===== config.mk =====
export PLATFORM = sky130hd
export DESIGN_NAME = tiny_riscv_load_store_unit
export DESIGN_NICKNAME = d
export VERILOG_FILES = /design/src/rtl/tiny_riscv_lsu_pkg.sv /design/src/rtl/tiny_riscv_load_align.sv /design/src/rtl/tiny_riscv_load_store_unit.sv
export SDC_FILE = /design/constraint.sdc
export NUM_CORES = 1
export LEC_CHECK = 0
export CORE_MARGIN = 2
export CORE_UTILIZATION = 30
export CTS_CLUSTER_DIAMETER = 150
export DETAILED_ROUTE_END_ITERATION = 12
export PLACE_DENSITY_LB_ADDON = 0.12
export SYNTH_ARGS = -nofsm -noshare
export SYNTH_HDL_FRONTEND = slang
export SYNTH_SLANG_ARGS = --single-unit

===== constraint.sdc =====
create_clock -name i_Clk -period 4.5 [get_ports i_Clk]
set_input_delay 0.675 -clock i_Clk [delete_from_list [all_inputs] [get_ports i_Clk]]
set_output_delay 0.675 -clock i_Clk [all_outputs]
set_load 0.05 [all_outputs]

===== src/rtl/tiny_riscv_lsu_pkg.sv =====
// Shared types and constants for the tiny-riscv load/store unit.
package tiny_riscv_lsu_pkg;

  localparam int unsigned XLEN     = 32;
  localparam int unsigned F3_BITS  = 3;
  localparam int unsigned OFF_BITS = 2;
  localparam int unsigned LANES    = XLEN / 8;

  // RV32I load/store funct3 encodings
  localparam logic [F3_BITS-1:0] F3_B  = 3'b000;
  localparam logic [F3_BITS-1:0] F3_H  = 3'b001;
  localparam logic [F3_BITS-1:0] F3_W  = 3'b010;
  localparam logic [F3_BITS-1:0] F3_BU = 3'b100;
  localparam logic [F3_BITS-1:0] F3_HU = 3'b101;

  typedef enum logic [2:0] {
    ST_IDLE,
    ST_READ,
    ST_CAPTURE,
    ST_WRITE,
    ST_RESP
  } lsu_state_t;

  // Fields of an accepted request still needed after the accept cycle
  typedef struct packed {
    logic [F3_BITS-1:0]  funct3;
    logic [OFF_BITS-1:0] offset;
  } lsu_req_t;

  // Misalignment, unknown funct3, or an unsigned-width store
  function automatic logic lsu_req_illegal(input logic                is_store,
                                           input logic [F3_BITS-1:0]  funct3,
                                           input logic [OFF_BITS-1:0] offset);
    logic bad;
    bad = 1'b0;
    case (funct3)
      F3_B, F3_BU: bad = 1'b0;
      F3_H, F3_HU: bad = offset[0];
      F3_W:        bad = (offset != 2'b00);
      default:     bad = 1'b1;
    endcase
    return bad || (is_store && funct3[2]);
  endfunction

endpackage


===== src/rtl/tiny_riscv_load_align.sv =====
// Extracts and sign/zero-extends a load result from a memory word.
//   word     : raw 32-bit memory word
//   offset   : byte offset addr[1:0] of the load
//   funct3   : RV32I load width/signedness
//   result_c : extended load value (0 for unsupported funct3)
module tiny_riscv_load_align
  import tiny_riscv_lsu_pkg::*;
(
  input  logic [XLEN-1:0]     word,
  input  logic [OFF_BITS-1:0] offset,
  input  logic [F3_BITS-1:0]  funct3,
  output logic [XLEN-1:0]     result_c
);

  logic [7:0]  byte_sel;
  logic [15:0] half_sel;

  always_comb begin
    byte_sel = word[{offset, 3'b000} +: 8];
    half_sel = offset[1] ? word[31:16] : word[15:0];
    result_c = '0;
    case (funct3)
      F3_B:    result_c = {{24{byte_sel[7]}}, byte_sel};
      F3_BU:   result_c = {24'd0, byte_sel};
      F3_H:    result_c = {{16{half_sel[15]}}, half_sel};
      F3_HU:   result_c = {16'd0, half_sel};
      F3_W:    result_c = word;
      default: result_c = '0;
    endcase
  end

endmodule


===== src/rtl/tiny_riscv_load_store_unit.sv =====
// Data-memory initiator for the tiny-riscv core: one load/store at a time,
// registered memory strobes, aligned and extended load data.
//   i_Clk, i_Reset            : clock, synchronous active-high reset
//   i_req_*                   : core request (valid, store flag, funct3, addr, rs2)
//   o_req_ready               : high only while idle
//   o_resp_*                  : one-cycle response pulse with data / error
//   o_mem_addr                : word-aligned byte address to memory
//   o_read_strobe             : one-cycle read enable, data returns next cycle
//   o_mem_write_data/_mask    : lane-replicated store data and byte enables
//   i_mem_data                : memory read word
// Response arrives 1 cycle after accept for errors, 2 for stores, 3 for loads.
module tiny_riscv_load_store_unit
  import tiny_riscv_lsu_pkg::*;
(
  input  logic              i_Clk,
  input  logic              i_Reset,
  input  logic              i_req_valid,
  input  logic              i_req_is_store,
  input  logic [F3_BITS-1:0] i_req_funct3,
  input  logic [XLEN-1:0]   i_req_addr,
  input  logic [XLEN-1:0]   i_req_store_data,
  output logic              o_req_ready,
  output logic              o_resp_valid,
  output logic [XLEN-1:0]   o_resp_load_data,
  output logic              o_resp_error,
  output logic [XLEN-1:0]   o_mem_addr,
  output logic              o_read_strobe,
  output logic [XLEN-1:0]   o_mem_write_data,
  output logic [LANES-1:0]  o_mem_write_mask,
  input  logic [XLEN-1:0]   i_mem_data
);

  lsu_state_t       state;
  lsu_req_t         req_q;
  logic             illegal_c;
  logic [XLEN-1:0]  store_data_c;
  logic [LANES-1:0] store_mask_c;
  logic [XLEN-1:0]  load_result_c;

  tiny_riscv_load_align u_align (
    .word     (i_mem_data),
    .offset   (req_q.offset),
    .funct3   (req_q.funct3),
    .result_c (load_result_c)
  );

  // Request legality and store lane fan-out, evaluated on the incoming request
  always_comb begin
    illegal_c    = lsu_req_illegal(i_req_is_store, i_req_funct3, i_req_addr[1:0]);
    store_data_c = i_req_store_data;
    store_mask_c = 4'b1111;
    case (i_req_funct3[1:0])
      2'b00: begin
        store_data_c = {4{i_req_store_data[7:0]}};
        store_mask_c = 4'b0001 << i_req_addr[1:0];
      end
      2'b01: begin
        store_data_c = {2{i_req_store_data[15:0]}};
        store_mask_c = i_req_addr[1] ? 4'b1100 : 4'b0011;
      end
      default: ;
    endcase
  end

  // Request sequencer; every output is a register updated alongside state
  always_ff @(posedge i_Clk) begin
    if (i_Reset) begin
      state            <= ST_IDLE;
      req_q            <= '0;
      o_req_ready      <= 1'b1;
      o_resp_valid     <= 1'b0;
      o_resp_error     <= 1'b0;
      o_resp_load_data <= '0;
      o_mem_addr       <= '0;
      o_mem_write_data <= '0;
      o_read_strobe    <= 1'b0;
      o_mem_write_mask <= '0;
    end else begin
      case (state)
        ST_IDLE: begin
          if (i_req_valid && o_req_ready) begin
            req_q       <= '{funct3: i_req_funct3, offset: i_req_addr[1:0]};
            o_req_ready <= 1'b0;
            if (illegal_c) begin
              // Errors skip the memory entirely
              state            <= ST_RESP;
              o_resp_valid     <= 1'b1;
              o_resp_error     <= 1'b1;
              o_resp_load_data <= '0;
            end else if (i_req_is_store) begin
              state            <= ST_WRITE;
              o_mem_addr       <= {i_req_addr[31:2], 2'b00};
              o_mem_write_data <= store_data_c;
              o_mem_write_mask <= store_mask_c;
            end else begin
              state         <= ST_READ;
              o_mem_addr    <= {i_req_addr[31:2], 2'b00};
              o_read_strobe <= 1'b1;
            end
          end
        end
        ST_READ: begin
          o_read_strobe <= 1'b0;
          state         <= ST_CAPTURE;
        end
        ST_CAPTURE: begin
          // Memory word is valid this cycle, one cycle after the strobe
          o_resp_load_data <= load_result_c;
          o_resp_valid     <= 1'b1;
          o_resp_error     <= 1'b0;
          state            <= ST_RESP;
        end
        ST_WRITE: begin
          o_mem_write_mask <= '0;
          o_resp_load_data <= '0;
          o_resp_valid     <= 1'b1;
          o_resp_error     <= 1'b0;
          state            <= ST_RESP;
        end
        ST_RESP: begin
          o_resp_valid <= 1'b0;
          o_resp_error <= 1'b0;
          o_req_ready  <= 1'b1;
          state        <= ST_IDLE;
        end
        default: begin
          o_read_strobe    <= 1'b0;
          o_mem_write_mask <= '0;
          o_resp_valid     <= 1'b0;
          o_resp_error     <= 1'b0;
          o_req_ready      <= 1'b1;
          state            <= ST_IDLE;
        end
      endcase
    end
  end

endmodule


==> metrics.sh <==
CLK_ROOT_BUFFER_CELL='sky130_fd_sc_hd__clkbuf_16'
PLACE.DETAILED.HPWL_MM=10.93
GRT-OVFL-TOTAL=0
WORSTSETUPENDPOINTTYPE='register'
LAYOUT.NETS=806
GRT_PASS1_WL_MM=22.94
SYN_AVG_CELL_AREA_UM2=9.059
TRITONCTS='built'
SYNTH_CELLS=521
DISTINCT_CELL_TYPE_COUNT_AFTER_SYNTHESIS=50
START_UTIL=0.3082
CORE_AREA_MM2=0.01531
FINALCRITPERIODSHARE=0.6594
AVG_VIAS_PER_CELL=4.926
FIRST_GLOBAL_VIAS=4439
TOTAL_VIA_COUNT_AFTER_DETAILED_ROUTING=4527
DETAIL_ROUTE.WL_PER_CELL_UM=16.34
CP_DATA_ARRIVAL_TIME_PS=3210
SETUP_TNS_PS=0
FINAL_UTIL=0.4676
SYNTH.MOST_COMMON_CELL='sky130_fd_sc_hd__dfxtp_1'
MAXCLOCKFREQUENCY_MHz=337.0
FINALWEIGHTEDCONGESTION=0.8264
MAX_CAP_VIOL_COUNT=0
DETAIL_ROUTE.DRC_VIOLATIONS=0
COUNT_OF_WARNINGS_EMITTED_BY_YOSYS=0
CTS.REPAIR_TIMING.SETUP_BUFFER_COUNT=0
SYNTHSIMPLEGATEAREAFRAC=0.1567
MAXSLEWVIOLCOUNT=0
HOLD_PATH.CLASS='reg2reg'
SYNTH.CELL_AREA_MM2=0.004720
POWER_DENSITY_mW_PER_MM2=326.7
ANTENNADIODECOUNT=0
DOMINANT_COMBINATIONAL_CELL_FAMILY_BY_AREA_AFTER_SYNTHESIS='compound AO/OA/AOI/OAI gates'
FLOORPLAN.ROWS=45
DRIVE_ABOVE_1_SHARE=0.05508
SYNTH-XOR-AREA-SHARE=0
FIRST_PASS_ITERS=5
PEAKVDDDROP_V=0.0001837
STATIC_LEAKAGE_uW=0.002707
CLK_LATENCY_PS=350
FIN_CRIT_PS=2967
SYNTH_SEQ_CELLS=110
MAX_SLEW.WORST_PIN.SLEW_PS=1145
FINAL_WL_MM=15.02
GRT.TOTAL_USAGE=0.1754
SYN_TO_FINAL_GROWTH_PCT=51.75
TIMING.CRITICAL_PATH.FANOUT_MAX=24
CP-START-KIND='input pin'
SYNTH_TOP_CELL_AREA_SHARE=0.4666
POST_CTS_HOLD_BUFFER_COUNT=0
DIE_AREA_MM2=0.01675
N_FILL_CELL=1505
NUMCLOCKSINKS=110
CTS-BUFFERS-INSERTED=9
DIE_WIDTH_UM=129.4
STATUS='finished, final reports clean'
CTS_MAX_LEVEL=3
FINALHOLDVIOLCOUNT=0
CLOCK_SKEW_PS=5.967
MAXIMUM_NUMBER_OF_PINS_ON_ONE_NET_BEFORE_GLOBAL_ROUTE_REPAIR=67
SYNTH_TOP_CELLS_BY_AREA='sky130_fd_sc_hd__dfxtp_1 (47%), sky130_fd_sc_hd__mux2i_1 (11%), sky130_fd_sc_hd__nand2_1 (6.8%)'
DRT.ANTENNA.VIOLATING_NETS=0
DRT_FIRST_ITER_VIOLATIONS=310
RSZ_0062_RAISED_AFTER_GLOBAL_ROUTING='no'
NUMBER_OF_ENABLE_FLIP_FLOP_CELLS_AFTER_SYNTHESIS=0
TIMING.SLEW.HEADROOM=0.2336
ANTENNA_FOUND_INITIAL=0
COMPOUND_CELL_AREA_SHARE_OF_THE_YOSYS_NETLIST=0.1980
CLK_TRANSITION_REPORTED_PATHS_PS=70
SYNTH_ASYNC_SR_FLOP_SHARE=0
SYNTHADDERAREAFRAC=0.002121
YS_DOMINANT_REG_CELL='sky130_fd_sc_hd__dfxtp_1'
TIMING.FINAL.SETUP_VIOLATIONS=0
DIEHEIGHT_UM=129.4
TOP_LEVEL_PORTS=207
YOSYS-MUX-AREA-FRACTION=0.1318
CLOCK_TREE.BUFFER_DEPTH=2
CP_DATA_REQUIRED_TIME_PS=4740
PLACEMENT.IO_BUFFERS=204
CTS-RESIZED-GATES=0
TIMING_WORST_SETUP_PATH_TYPE='in2reg'
SYNTH_SEQ_AREA_SHARE=0.4666
SYNTH_TOP_CELL_BY_AREA='sky130_fd_sc_hd__dfxtp_1'
SYNTHTOPCELLSBYCOUNT='sky130_fd_sc_hd__dfxtp_1 (110), sky130_fd_sc_hd__nand2_1 (85), sky130_fd_sc_hd__nor2_1 (59)'
-- layout make-up --
class	count	area, µm²	area share
Clock buffer	12	246.5	0.03442
Tap cell	211	264.0	0.03686
Inverter	2	7.507	0.001048
Clock inverter	4	32.53	0.004542
Multi-Input combinational cell	369	2320	0.3239
Sequential cell	110	2202	0.3075
Timing Repair Buffer	211	2090	0.2918
-- flip-flops by register name (all words and copies together), names as in the netlist --
signal / cells
o_mem_write_mask: 4
o_mem_write_data: 32
o_resp_load_data: 32
o_mem_addr: 30
o_resp_error: 1
o_resp_valid: 1
state: 3
o_req_ready: 1
o_read_strobe: 1
req_q: 5
-- layer usage --
| layer | up-vias | wire, µm | global-route usage |
|---|---|---|---|
| met5 | - | 0 | 0 |
| met3 | 17 | 1319 | 0.06193 |
| met4 | 0 | 248 | 0.06009 |
| li1 | 2227 | - | - |
| met2 | 160 | 6826 | 0.2721 |
| met1 | 2123 | 6623 | 0.2274 |
-- cells in the final DEF, fill, tap and decap left out, drive strengths merged, types with 3 or more instances in the layout --
master | synthesis | layout
dfxtp | 110 | 110
nand3 | 4 | 4
clkbuf | 23 | 12
a211oi | 9 | 9
a222oi | 7 | 7
nor2b | 3 | 3
a311oi | 9 | 9
nor2 | 60 | 60
a2bb2oi | 16 | 16
a221oi | 9 | 9
clkdlybuf4s50 | 0 | 203
a21oi | 22 | 22
nand2 | 85 | 85
mux2i | 52 | 52
o21ai | 50 | 50
nor4 | 4 | 4
buf | 18 | 8
o31ai | 6 | 6
mux2 | 7 | 7
-- cells by family (layout without fill, tap and decap cells) --
| group | count (synthesis) | in the layout |
|---|---|---|
| other cells | 1 | 2 |
| compound gates | 136 | 136 |
| buf+inv | 43 | 229 |
| simple gates | 170 | 170 |
| mux | 60 | 60 |
| flops | 110 | 110 |
| fa+ha+maj | 1 | 1 |
-- where the power goes --
| group | switching, µW | leakage [µW] | total [µW] | internal (µW) |
|---|---|---|---|---|
| clock network | 366 | 0.000129 | 760 | 394 |
| registers | 29.7 | 0.000891 | 1040 | 1010 |
| logic | 302 | 0.00169 | 540 | 239 |
| total | 698 | 0.00271 | 2340 | 1640 |
-- path summary, 6_finish.rpt --
kind / startpoint / end / slack [ps] / depth (start not counted)
hold / removal: o_resp_load_data[1]$_SDFFE_PP0P_ / o_resp_load_data[1]$_SDFFE_PP0P_ / 450 / 2
setup reg to reg: req_q[1]$_SDFFE_PP0P_ / o_resp_load_data[18]$_SDFFE_PP0P_ / 2120 / 4
hold reg to reg: o_resp_load_data[1]$_SDFFE_PP0P_ / o_resp_load_data[1]$_SDFFE_PP0P_ / 450 / 2
setup / recovery: i_req_funct3[0] / o_mem_write_mask[1]$_SDFFE_PP0P_ / 1530 / 5
-- worst max-delay path: stages --
cell                              delay (ps)
sky130_fd_sc_hd__clkdlybuf4s50_1         690
sky130_fd_sc_hd__buf_4                   330
sky130_fd_sc_hd__a221oi_2                400
sky130_fd_sc_hd__o2111ai_2               650
sky130_fd_sc_hd__o31ai_1                 470
-- through the flow --
step                      area (µm²)  setup WS (ps)  power, µW  hold slack, ps  cells
after global placement          6883           1315       1594           436.7    903
after global routing            7162           1303       2453           476.6    919
after floorplan                 4723           2539       1390           483.4    522
after CTS                       7162           1570       2370           453.8    919
after detailed placement        6883           1207       1602           443.7    903
final                           7162           1533       2340           450.0    919
(Power assumes the default switching activity.)
==> patch, RTL diff (same flow settings) <==
Change the package constant `F3_BITS` from 3 to 4.
--- a/src/rtl/tiny_riscv_lsu_pkg.sv
+++ b/src/rtl/tiny_riscv_lsu_pkg.sv
@@ -3,5 +3,5 @@
 
   localparam int unsigned XLEN     = 32;
-  localparam int unsigned F3_BITS  = 3;
+  localparam int unsigned F3_BITS  = 4;
   localparam int unsigned OFF_BITS = 2;
   localparam int unsigned LANES    = XLEN / 8;
Interface: changed (resized i_req_funct3); port bits go from 207 to 208. The function was not compared with the original's and may differ.
==> patch against the original RTL <==
  * Power is 2.8% lower
  * Wire length is 16% higher
  * Clock skew hardly changed
  * Sequential cell count is 1 higher
  * Hold slack better by 0.021 ns
  * Setup slack better by 0.22 ns
  * Synthesized area is 7.4% higher
  * Non-clock buffer count is 1 higher
  * Cell area is 4.0% higher
==> patch: results (changes against the original RTL) <==
MIN PATH
-----------------------------------------------------------------------------------------------------
Hold Crit Endpoint                                                                       o_resp_load_data[18]$_SDFFE_PP0P_
HP Start                                                                                 o_resp_load_data[18]$_SDFFE_PP0P_
Depth of the worst hold-timing path                                                                 1   -1

TIMING
-----------------------------------------------------------------------------------------------------
Clock period minus worst slack                                                                2.75 ns   -0.222 ns
Worst max-slew margin expressed relative to the limit                                           0.207   -0.0268
Final worst clock skew                                                                     0.00561 ns   -0.000359 ns
Final hold slack                                                                             0.471 ns   +0.0214 ns

PWR
-----------------------------------------------------------------------------------------------------
Relative contribution of combinational cells to total power                                     0.194   -0.037
Switching fraction of total power                                                               0.285   -0.0130

DRT
-----------------------------------------------------------------------------------------------------
Via density per instance                                                                         5.24   +6.4%
Wire length reported by the detailed router                                                 17,400 um   +16%

LAYOUT
-----------------------------------------------------------------------------------------------------
Number of fill cells                                                                            1,585   +5.3%
Antenna Diode Count                                                                                 0   unchanged
Net count of the finished layout                                                                  848   +5.2%

YOSYS
-----------------------------------------------------------------------------------------------------
Post-synthesis share of cell area spent on full adders, half adders and majority gates              0   -0.00212
Fraction of the yosys area taken by sequential cells                                            0.438   -0.0282
Area contributors post-synth                                                             sky130_fd_sc_hd__dfxtp_1 (44%), sky130_fd_sc_hd__a21oi_1 (8.0%), sky130_fd_sc_hd__o21ai_0 (6.1%)
Share of synthesized area spent on multiplexers                                                0.0578   -0.0740
Top post-synthesis cells by count                                                        sky130_fd_sc_hd__dfxtp_1 (111), sky130_fd_sc_hd__a21oi_1 (81), sky130_fd_sc_hd__o21ai_0 (62), sky130_fd_sc_hd__nand3_1 (54), sky130_fd_sc_hd__nand2_1 (34)
Fraction of the mapped netlist area in compound gates                                           0.295   +0.0970

CRITICAL PATH
-----------------------------------------------------------------------------------------------------
Setup slack, reg-to-reg                                                                       2.06 ns   -0.06 ns
Critical Path AT                                                                              2.96 ns   -0.25 ns
Critical path capture point                                                              o_resp_load_data[4]$_SDFFE_PP0P_
Top fanout value on the critical path                                                              66   +180%

PLACEMENT
-----------------------------------------------------------------------------------------------------
DP HPWL                                                                                     12,300 um   +13%
Routability-driven placement congestion ratio                                                   0.856   +3.5%

GLOBAL ROUTING
-----------------------------------------------------------------------------------------------------
Vias in the first global route                                                                  4,870   +9.7%
Largest net degree at the start of global routing                                                  76   +13%
GRT Overall Usage                                                                               0.190   +0.0146

OUTCOME
-----------------------------------------------------------------------------------------------------
Result of the run                                                                        finished clean

[patch: layout make-up]
cell class / instances / area [um2] / area share
timing repair buffer: 212 / 2100 / 0.282
sequential: 111 / 2220 / 0.298
clock buffer: 12 / 236 / 0.0317
inverter: 9 / 33.8 / 0.00453
clock inverter: 4 / 53.8 / 0.00722
tap: 220 / 275 / 0.0369
multi-input combinational: 401 / 2530 / 0.340
[patch: through the flow]
stage | util | setup WS, ns | total power, mW | area [um2] | std cells
4_1_cts | 0.451 | 1.77 | 2.30 | 7450 | 969
5_1_grt | 0.451 | 1.54 | 2.37 | 7450 | 969
3_5_place_dp | 0.433 | 1.39 | 1.49 | 7160 | 953
6_report | 0.451 | 1.75 | 2.27 | 7450 | 969
2_1_floorplan | - | 2.50 | 1.31 | 5070 | 581
3_3_place_gp | 0.433 | 1.46 | 1.48 | 7160 | 953
[patch: critical path, stage by stage]
cell and delay, ns:
sky130_fd_sc_hd__clkdlybuf4s50_1 0.45, sky130_fd_sc_hd__buf_4 0.27, sky130_fd_sc_hd__o31ai_1 0.13, sky130_fd_sc_hd__and3_4 0.19, sky130_fd_sc_hd__buf_4 0.32, sky130_fd_sc_hd__o41ai_2 0.69
sky130_fd_sc_hd__o221ai_1 0.19
[patch: routing by layer]
| layer | vias to the layer above | share of wire | GRT usage |
|---|---|---|---|
| li1 | 2484 | - | - |
| met1 | 2404 | 0.42 | 0.235 |
| met2 | 172 | 0.48 | 0.313 |
| met3 | 20 | 0.075 | 0.0563 |
| met4 | 0 | 0.018 | 0.0709 |
| met5 | - | 0 | 0 |
[patch: cell families (layout without fill, tap and decap cells)]
logic type / Yosys count / count (layout)
muxes: 26 / 26
buffers and inverters: 69 / 237
and+or+nand+nor: 138 / 138
other: 1 / 2
DFF: 111 / 111
AOI/OAI and AO/OA: 235 / 235
